File: src/rtl/clkgate_pkg.sv
// ============================================================================
// Module      : clkgate_pkg
// Description : Shared types for the clock-gating controller.
// Revision    : 1.0 - initial release
// ============================================================================
`default_nettype none

package clkgate_pkg;

    typedef enum logic [1:0] {
        CG_RUN   = 2'd0,
        CG_GATED = 2'd1,
        CG_WAKE  = 2'd2
    } cg_state_e;

    localparam cg_state_e CG_RST_STATE = CG_RUN;

endpackage

`default_nettype wire

File: src/rtl/clkgate_cell.sv
// ============================================================================
// Module      : clkgate_cell
// Description : Latch-based glitch-free clock gate with test override.
// Revision    : 1.0 - initial release
// ============================================================================
`default_nettype none

module clkgate_cell (
    input  logic clk_i,
    input  logic en_i,
    input  logic test_i,
    output logic gclk_o
);

    logic r_en_lat;

    // Enable is captured only while the clock is low so gclk never glitches.
    always_latch begin
        if (!clk_i) begin
            r_en_lat <= en_i | test_i;
        end
    end

    assign gclk_o = clk_i & r_en_lat;

endmodule

`default_nettype wire

File: src/rtl/clkgate_ch.sv
// ============================================================================
// Module      : clkgate_ch
// Description : One channel's gating FSM with idle hysteresis and wake delay.
// Revision    : 1.0 - initial release
// ============================================================================
`default_nettype none

module clkgate_ch
    import clkgate_pkg::*;
#(
    parameter int CNT_W    = 8,
    parameter int WAKE_DLY = 2
) (
    input  logic             clk,
    input  logic             rst,
    input  logic             cfg_en_i,
    input  logic             busy_i,
    input  logic             wake_req_i,
    input  logic [CNT_W-1:0] thr_i,
    output logic             en_q_o,
    output logic             gated_o,
    output logic             wake_ack_o
);

    localparam logic [CNT_W-1:0] c_wake_dly = CNT_W'(WAKE_DLY);
    localparam logic [CNT_W-1:0] c_one      = CNT_W'(1);

    cg_state_e        state_q, state_d;
    logic [CNT_W-1:0] idle_cnt_q, idle_cnt_d;
    logic [CNT_W-1:0] wake_cnt_q, wake_cnt_d;
    logic             en_q, gated_q, ack_q;
    logic             w_idle;

    assign w_idle = cfg_en_i & ~busy_i & ~wake_req_i & (thr_i != '0);

    always_ff @(posedge clk) begin
        if (rst) begin
            state_q    <= CG_RST_STATE;
            idle_cnt_q <= '0;
            wake_cnt_q <= '0;
            en_q       <= 1'b1;
            gated_q    <= 1'b0;
            ack_q      <= 1'b0;
        end else begin
            state_q    <= state_d;
            idle_cnt_q <= idle_cnt_d;
            wake_cnt_q <= wake_cnt_d;
            en_q       <= (state_d != CG_GATED);
            gated_q    <= (state_d == CG_GATED);
            ack_q      <= (state_q == CG_RUN) & wake_req_i;
        end
    end

    always_comb begin
        state_d    = state_q;
        idle_cnt_d = idle_cnt_q;
        wake_cnt_d = wake_cnt_q;
        case (state_q)
            CG_RUN: begin
                if (!w_idle) begin
                    idle_cnt_d = '0;
                end else if (idle_cnt_q == thr_i - c_one) begin
                    state_d    = CG_GATED;
                    idle_cnt_d = '0;
                end else begin
                    idle_cnt_d = idle_cnt_q + c_one;
                end
            end
            CG_GATED: begin
                if (wake_req_i | busy_i | ~cfg_en_i) begin
                    state_d    = CG_WAKE;
                    wake_cnt_d = c_wake_dly;
                end
            end
            CG_WAKE: begin
                // Wake always runs to completion regardless of inputs.
                if (wake_cnt_q == c_one) begin
                    state_d    = CG_RUN;
                    idle_cnt_d = '0;
                end else begin
                    wake_cnt_d = wake_cnt_q - c_one;
                end
            end
            default: begin
                state_d    = CG_RST_STATE;
                idle_cnt_d = '0;
            end
        endcase
    end

    always_comb begin
        en_q_o     = en_q;
        gated_o    = gated_q;
        wake_ack_o = ack_q;
    end

endmodule

`default_nettype wire

File: src/rtl/clkgate_ctrl.sv
// ============================================================================
// Module      : clkgate_ctrl
// Description : Multi-channel automatic clock-gating controller.
// Revision    : 1.0 - initial release
// ============================================================================
`default_nettype none

module clkgate_ctrl
    import clkgate_pkg::*;
#(
    parameter int NUM_CH   = 4,
    parameter int CNT_W    = 8,
    parameter int WAKE_DLY = 2
) (
    input  logic              clk,
    input  logic              rst,
    input  logic              test_en,
    input  logic [NUM_CH-1:0] cfg_en,
    input  logic [CNT_W-1:0]  cfg_idle_thr,
    input  logic [NUM_CH-1:0] busy,
    input  logic [NUM_CH-1:0] wake_req,
    output logic [NUM_CH-1:0] wake_ack,
    output logic [NUM_CH-1:0] gated,
    output logic [NUM_CH-1:0] gclk
);

    logic [NUM_CH-1:0] w_en;

    for (genvar i = 0; i < NUM_CH; i++) begin : g_ch
        clkgate_ch #(
            .CNT_W    (CNT_W),
            .WAKE_DLY (WAKE_DLY)
        ) u_ch (
            .clk        (clk),
            .rst        (rst),
            .cfg_en_i   (cfg_en[i]),
            .busy_i     (busy[i]),
            .wake_req_i (wake_req[i]),
            .thr_i      (cfg_idle_thr),
            .en_q_o     (w_en[i]),
            .gated_o    (gated[i]),
            .wake_ack_o (wake_ack[i])
        );

        clkgate_cell u_cell (
            .clk_i  (clk),
            .en_i   (w_en[i]),
            .test_i (test_en),
            .gclk_o (gclk[i])
        );
    end

endmodule

`default_nettype wire

File: config.mk
export PLATFORM = sky130hd
export DESIGN_NAME = clkgate_ctrl
export DESIGN_NICKNAME = d
export VERILOG_FILES = /design/src/rtl/clkgate_pkg.sv /design/src/rtl/clkgate_cell.sv /design/src/rtl/clkgate_ch.sv /design/src/rtl/clkgate_ctrl.sv
export SDC_FILE = /design/constraint.sdc
export NUM_CORES = 1
export LEC_CHECK = 0
export ABC_AREA = 1
export CORE_UTILIZATION = 60
export CTS_CLUSTER_DIAMETER = 30
export DETAILED_ROUTE_END_ITERATION = 16
export PLACE_DENSITY = 0.89
export SLEW_MARGIN = 5
export SYNTH_ARGS = -nofsm -noshare
export SYNTH_HDL_FRONTEND = slang
export SYNTH_SLANG_ARGS = --single-unit
File: constraint.sdc
create_clock -name clk -period 4.2 [get_ports clk]
set_input_delay 0.84 -clock clk [delete_from_list [all_inputs] [get_ports clk]]
set_output_delay 0.84 -clock clk [all_outputs]
set_load 0.01 [all_outputs]
Yosys cells after proc, flatten, opt, wreduce, memory -nomap -nowiden --
Index checks and enable logic that the tools add are counted.
Word-level totals: output and inout bits 12, memory bits (read-only) 0, latch bits 4, memories 0, input bits 23, register bits after elaboration 84, memory bits (writable) 0, logic and storage cells 190
Cells by class: multiplexer cells 52, shift-type cells 0, bitwise gates (word level) 48, equal/unequal tests 36, div/mod/pow operators 0, reduce and logical (&&, ||, !) cells 17, add/subtract/negate cells 9, $lt $le $gt $ge 0, $mul 0
Operator list (number):
- 8-bit two-way mux | 20
- 8-bit one-hot mux with 3 select lines | 4
- 8-bit one-hot mux with 2 select lines | 4
- 8-bit by 1-bit subtractor with 8-bit output, second input constant | 5
- 8-bit by 1-bit adder with 8-bit output, second input constant | 4
- 8-bit by 1-bit == test with 1-bit output, second input constant | 4
- 8-bit == test | 4
- 2-bit two-way mux | 16
- 2-bit by 1-bit inequality test with 1-bit output, second input constant | 12
- 2-bit one-hot mux with 3 select lines | 4
- 1-bit AND | 20
- 2-bit by 1-bit == test with 1-bit output, second input constant | 8
- 1-bit inverter | 16
- 1-bit OR | 12
- 3-bit AND reduction | 4
- 2-bit == test, second input constant | 4
- 2-bit logical NOT | 4
- 2-bit inequality test, second input constant | 4
- 2-bit AND reduction | 4
- 2-bit nonzero test | 4
- 8-bit nonzero test | 1
- 1-bit two-way mux | 4

Logic depth before layout (Yosys ltp) --
depth after elaboration 7, mapped depth 15, gate-level depth less buffers 15

Cells and area by module --
From an unflattened synthesis, not the netlist that was laid out.
Second synthesis, totals: cells, all modules 872, area, all modules 5725.5 sq um
By module, submodules not included:
- clkgate_ch | cells each 212, area each 1397.6 sq um, seq. area each 420.4 sq um, times used 4
- clkgate_cell | cells each 6, area each 33.8 sq um, seq. area each 0.0 sq um, times used 4

==> results <==
- Setup repair after global routing left no endpoint under its margin.
- The end of the worst register-to-register path is g_ch[0].u_cell.r_en_lat$_DLATCH_N_.
- The worst register-to-register path begins at g_ch[0].u_ch.en_q_o$_SDFF_PP1_.
- The critical path startpoint is g_ch[0].u_cell.r_en_lat$_DLATCH_N_.
- The number of distinct library cells after synthesis is 34.
- Across the VDD grid, the largest voltage drop is 134 uV.
- The xor/xnor share of the synthesized area is 0.0374.
- The worst hold-check path type is register to register.
- The final number of setup-violating endpoints is 0.
- The initial antenna violation count is 0.
- The element type at the critical path start is a latch.
- The clock tree from TritonCTS is done.
- Broken down by cell family, the worst path's largest delay share belongs to latches.
- The data arrival time of the critical path is 3280 ps.
- The endpoint kind of the worst setup timing path is an output port.
- The number of filler instances in the final layout is 725.
- The netlist area before placement is 5380 um^2.
- The average wire length per cell after detail routing is 11.7 um.
- The number of inserted diodes is 0.
- After synthesis, the largest family of logic cells by area is simple AND/OR/NAND/NOR gates.
- Along the worst hold path, the cell count comes to 1.
- After detailed routing, the number of vias per cell comes to 5.24.
- The maximum number of pins on one net before global-route repair is 44.
- The number of global-route vias before repair is 4661.
- The fraction of layout instances using a drive strength above 1 is 0.0681.
- The count of buffers added on input and output ports is 34.
- The number of cells produced by synthesis is 828.
- The setup path with the least slack is of type latch to output port.
- For this design the ratio of total power to cell area is 294 nW/um^2.
- Measured against the total synthesized area, the mux share comes to 0.
- STA puts the critical path data required time at 3360 ps.
- For this configuration, the core starts out at a cell density of 0.617.
- Total power for the finished layout comes to 0.00177 W.
- The number of register bits inferred by synthesis is 88.
- The width of the chip is 96.7 um.
- For this design the static power due to leakage is 2.65 nW.
- The number of rows in the core area is 34.
- In the layout the commonest cells are sky130_fd_sc_hd__nand2_1 (229), sky130_fd_sc_hd__inv_1 (121), sky130_fd_sc_hd__dfxtp_1 (84).
- The highest cell delay on the worst timing path is 390 ps.
- The overall routed net length is 11400 um.
- The terminating pin of the worst hold path is g_ch[2].u_ch.wake_cnt_q[7]$_SDFFE_PP0P_.
- The DRC violation count after routing is 0.
- The commonest non-fill, non-tap cell in the layout is sky130_fd_sc_hd__nand2_1.
- The overall overflow remaining after global route is 0.
- Of the total synthesized cell area, the portion taken by AND, OR, NAND and NOR gates is 0.361.
- The transition at the pin with the smallest max-transition slack is 723 ps.
- The critical path's slowest cell is sky130_fd_sc_hd__dlxtn_1.
- The flow ran to the end, and the final reports show no timing, DRC or antenna violations.
- The core footprint is 8720 um^2.
- The critical path goes through nand2_1 -> inv_1 -> dlygate4sd2_1.
- Of the total synthesized cell area, the portion taken by full adders, half adders and majority gates is 0.0698.
- Measured against its own limit, the worst slew margin works out to 0.513.
- The number of nets with antenna violations after routing is 0.
- The I/O pin count is 35.
- The first-pass iteration count of the detailed router is 5.
- The wire-length estimate of the detail-placed layout is 8200 um.
- Across all register-to-register paths, the minimum setup slack is 1480 ps.
- In the global route stage, overall resource usage came out at 0.257.
- The number of max-cap violations is 0.
- The post-synthesis net count is 881.
- Clock-pin slew was measured on the worst setup and hold paths at 90 ps.
- After clock tree synthesis, the flow added hold-fix buffers numbering 0.
- In this run the vertical extent of the chip is 96.7 um.
- The yosys synthesis warning count is 0.
- The hold violation count in the final report is 0.
- The clock arrives with 9.90 ps of skew.
- The number of cells on the worst reg-to-reg path is 1.
- The post-synthesis compound-gate area fraction is 0.0986.
- The DRC marker count from the first detailed-route iteration is 243.
- For the final routed database, the setup TNS stands at 0 ps.
- The wire length of the first global-routing pass is 19600 um.
- The die footprint is 9350 um^2.
- Together, buffers and inverters on the worst path number 2.
- The global placement routability congestion is 0.846.
- The count of final max-slew check failures is 0.
- Across all layers, the routed design uses 5101 vias.
- The critical-path maximum fanout is 1.
- The worst hold path begins at g_ch[2].u_ch.wake_cnt_q[7]$_SDFFE_PP0P_.
- The mean post-synth cell area is 6.50 um^2.
- The latest clock arrival within the worst-skew pair is 470 ps.
- The net count of the finished layout is 913.
- The layout-stage area growth over the synthesis result is 11.4%.
==> cells by family (layout without fill, tap and decap cells) <==
logic type | Yosys count | count (layout)
AND/OR/NAND/NOR | 441 | 441
buffers and inverters | 145 | 183
AO/OA/AOI/OAI | 101 | 101
flip-flops | 84 | 84
adder cells (fa/ha/maj) | 30 | 30
XOR/XNOR | 23 | 23
latches | 4 | 4
==> layout make-up <==
type / instances / area (um^2) / share of cell area
multi-input cells: 595 / 3050 / 0.509
flip-flops and latches: 88 / 1740 / 0.291
inverters: 123 / 462 / 0.0770
repair buffers: 31 / 303 / 0.0505
clock buffers: 18 / 216 / 0.0361
well taps: 108 / 135 / 0.0225
clock inverters: 11 / 86.3 / 0.0144
==> flip-flops by register name, indices dropped and copies added (netlist names) <==
signal                count
g_ch.u_ch.gated_o         4
g_ch.u_cell.r_en_lat      4
g_ch.u_ch.idle_cnt_q     32
g_ch.u_ch.wake_cnt_q     32
g_ch.u_ch.en_q_o          4
g_ch.u_ch.state_q         8
g_ch.u_ch.wake_ack_o      4
==> where the power goes <==
part | internal, W | switching [W] | total, W
clock | 0.000411 | 0.000391 | 0.000801
combinational | 0.0000501 | 0.0000835 | 0.000134
sequential | 0.000826 | 0.00000357 | 0.000830
total | 0.00129 | 0.000478 | 0.00176
==> how the worst max path moves through the flow <==
stage,end,slack [ps],cells after the start
after floorplan,gclk[1],710,3
after global placement,gclk[3],290,3
after detailed placement,gclk[3],290,3
after CTS,gclk[3],30,3
after global routing,gclk[3],10,3
final,gclk[0],80,3
==> cells in the mapped netlist <==
| master | n | area [um^2] |
|---|---|---|
| sky130_fd_sc_hd__nand2_1 | 229 | 860 |
| sky130_fd_sc_hd__inv_1 | 121 | 454 |
| sky130_fd_sc_hd__dfxtp_1 | 84 | 1680 |
| sky130_fd_sc_hd__nor2_1 | 78 | 293 |
| sky130_fd_sc_hd__a21oi_1 | 64 | 320 |
| sky130_fd_sc_hd__nand3_1 | 58 | 290 |
| sky130_fd_sc_hd__ha_1 | 30 | 375 |
| sky130_fd_sc_hd__o21ai_0 | 26 | 130 |
| sky130_fd_sc_hd__xor2_1 | 21 | 184 |
| sky130_fd_sc_hd__nor3_1 | 19 | 95.1 |
| sky130_fd_sc_hd__nand4_1 | 18 | 113 |
| sky130_fd_sc_hd__buf_4 | 12 | 90.1 |
| sky130_fd_sc_hd__nor2_2 | 9 | 56.3 |
| sky130_fd_sc_hd__nand2_2 | 8 | 50.1 |
| sky130_fd_sc_hd__inv_2 | 6 | 22.5 |
| sky130_fd_sc_hd__clkbuf_1 | 5 | 18.8 |
| sky130_fd_sc_hd__nand3_2 | 5 | 50.1 |
| sky130_fd_sc_hd__a311oi_1 | 4 | 35.0 |
| sky130_fd_sc_hd__dlxtn_1 | 4 | 60.1 |
| sky130_fd_sc_hd__or2_2 | 4 | 25.0 |
| sky130_fd_sc_hd__nand3b_1 | 3 | 22.5 |
| sky130_fd_sc_hd__nor4_1 | 3 | 18.8 |
| sky130_fd_sc_hd__a31oi_1 | 2 | 12.5 |
| sky130_fd_sc_hd__nand2_4 | 2 | 22.5 |
| sky130_fd_sc_hd__nor2_4 | 2 | 22.5 |
| sky130_fd_sc_hd__o21ai_1 | 2 | 10.0 |
| sky130_fd_sc_hd__xnor2_1 | 2 | 17.5 |
| sky130_fd_sc_hd__buf_2 | 1 | 5.00 |
| sky130_fd_sc_hd__nor3_2 | 1 | 10.0 |
| sky130_fd_sc_hd__nor3b_1 | 1 | 7.51 |
| sky130_fd_sc_hd__o21a_1 | 1 | 7.51 |
| sky130_fd_sc_hd__o21ai_2 | 1 | 8.76 |
| sky130_fd_sc_hd__o22ai_1 | 1 | 6.26 |
| sky130_fd_sc_hd__or2_1 | 1 | 6.26 |
==> stage by stage <==
| step | util | worst slack (ps) | cells | hold WS [ps] | area [um^2] |
|---|---|---|---|---|---|
| after global routing | 0.687 | 13.7 | 974 | 479 | 5990 |
| final | 0.687 | 75.8 | 974 | 455 | 5990 |
| after detailed placement | 0.659 | 285 | 953 | 440 | 5750 |
| after global placement | 0.659 | 295 | 953 | 438 | 5750 |
| after floorplan | - | 708 | 828 | 423 | 5380 |
| after CTS | 0.687 | 29.0 | 974 | 453 | 5990 |
==> what timing repair did <==
item,CTS,global route
resized for setup,4,4
buffers inserted,0,0
cloned,0,0
endpoints found under the setup margin,8,6
==> metal layers <==
metal,vias up,share of wire,wire [um],global-route usage
met5,-,0,0,0
met4,0,0.019,218,0.119
met3,24,0.067,761,0.0788
met2,128,0.46,5200,0.413
met1,2263,0.46,5230,0.314
li1,2686,-,-,-
(Power assumes the default switching activity.)
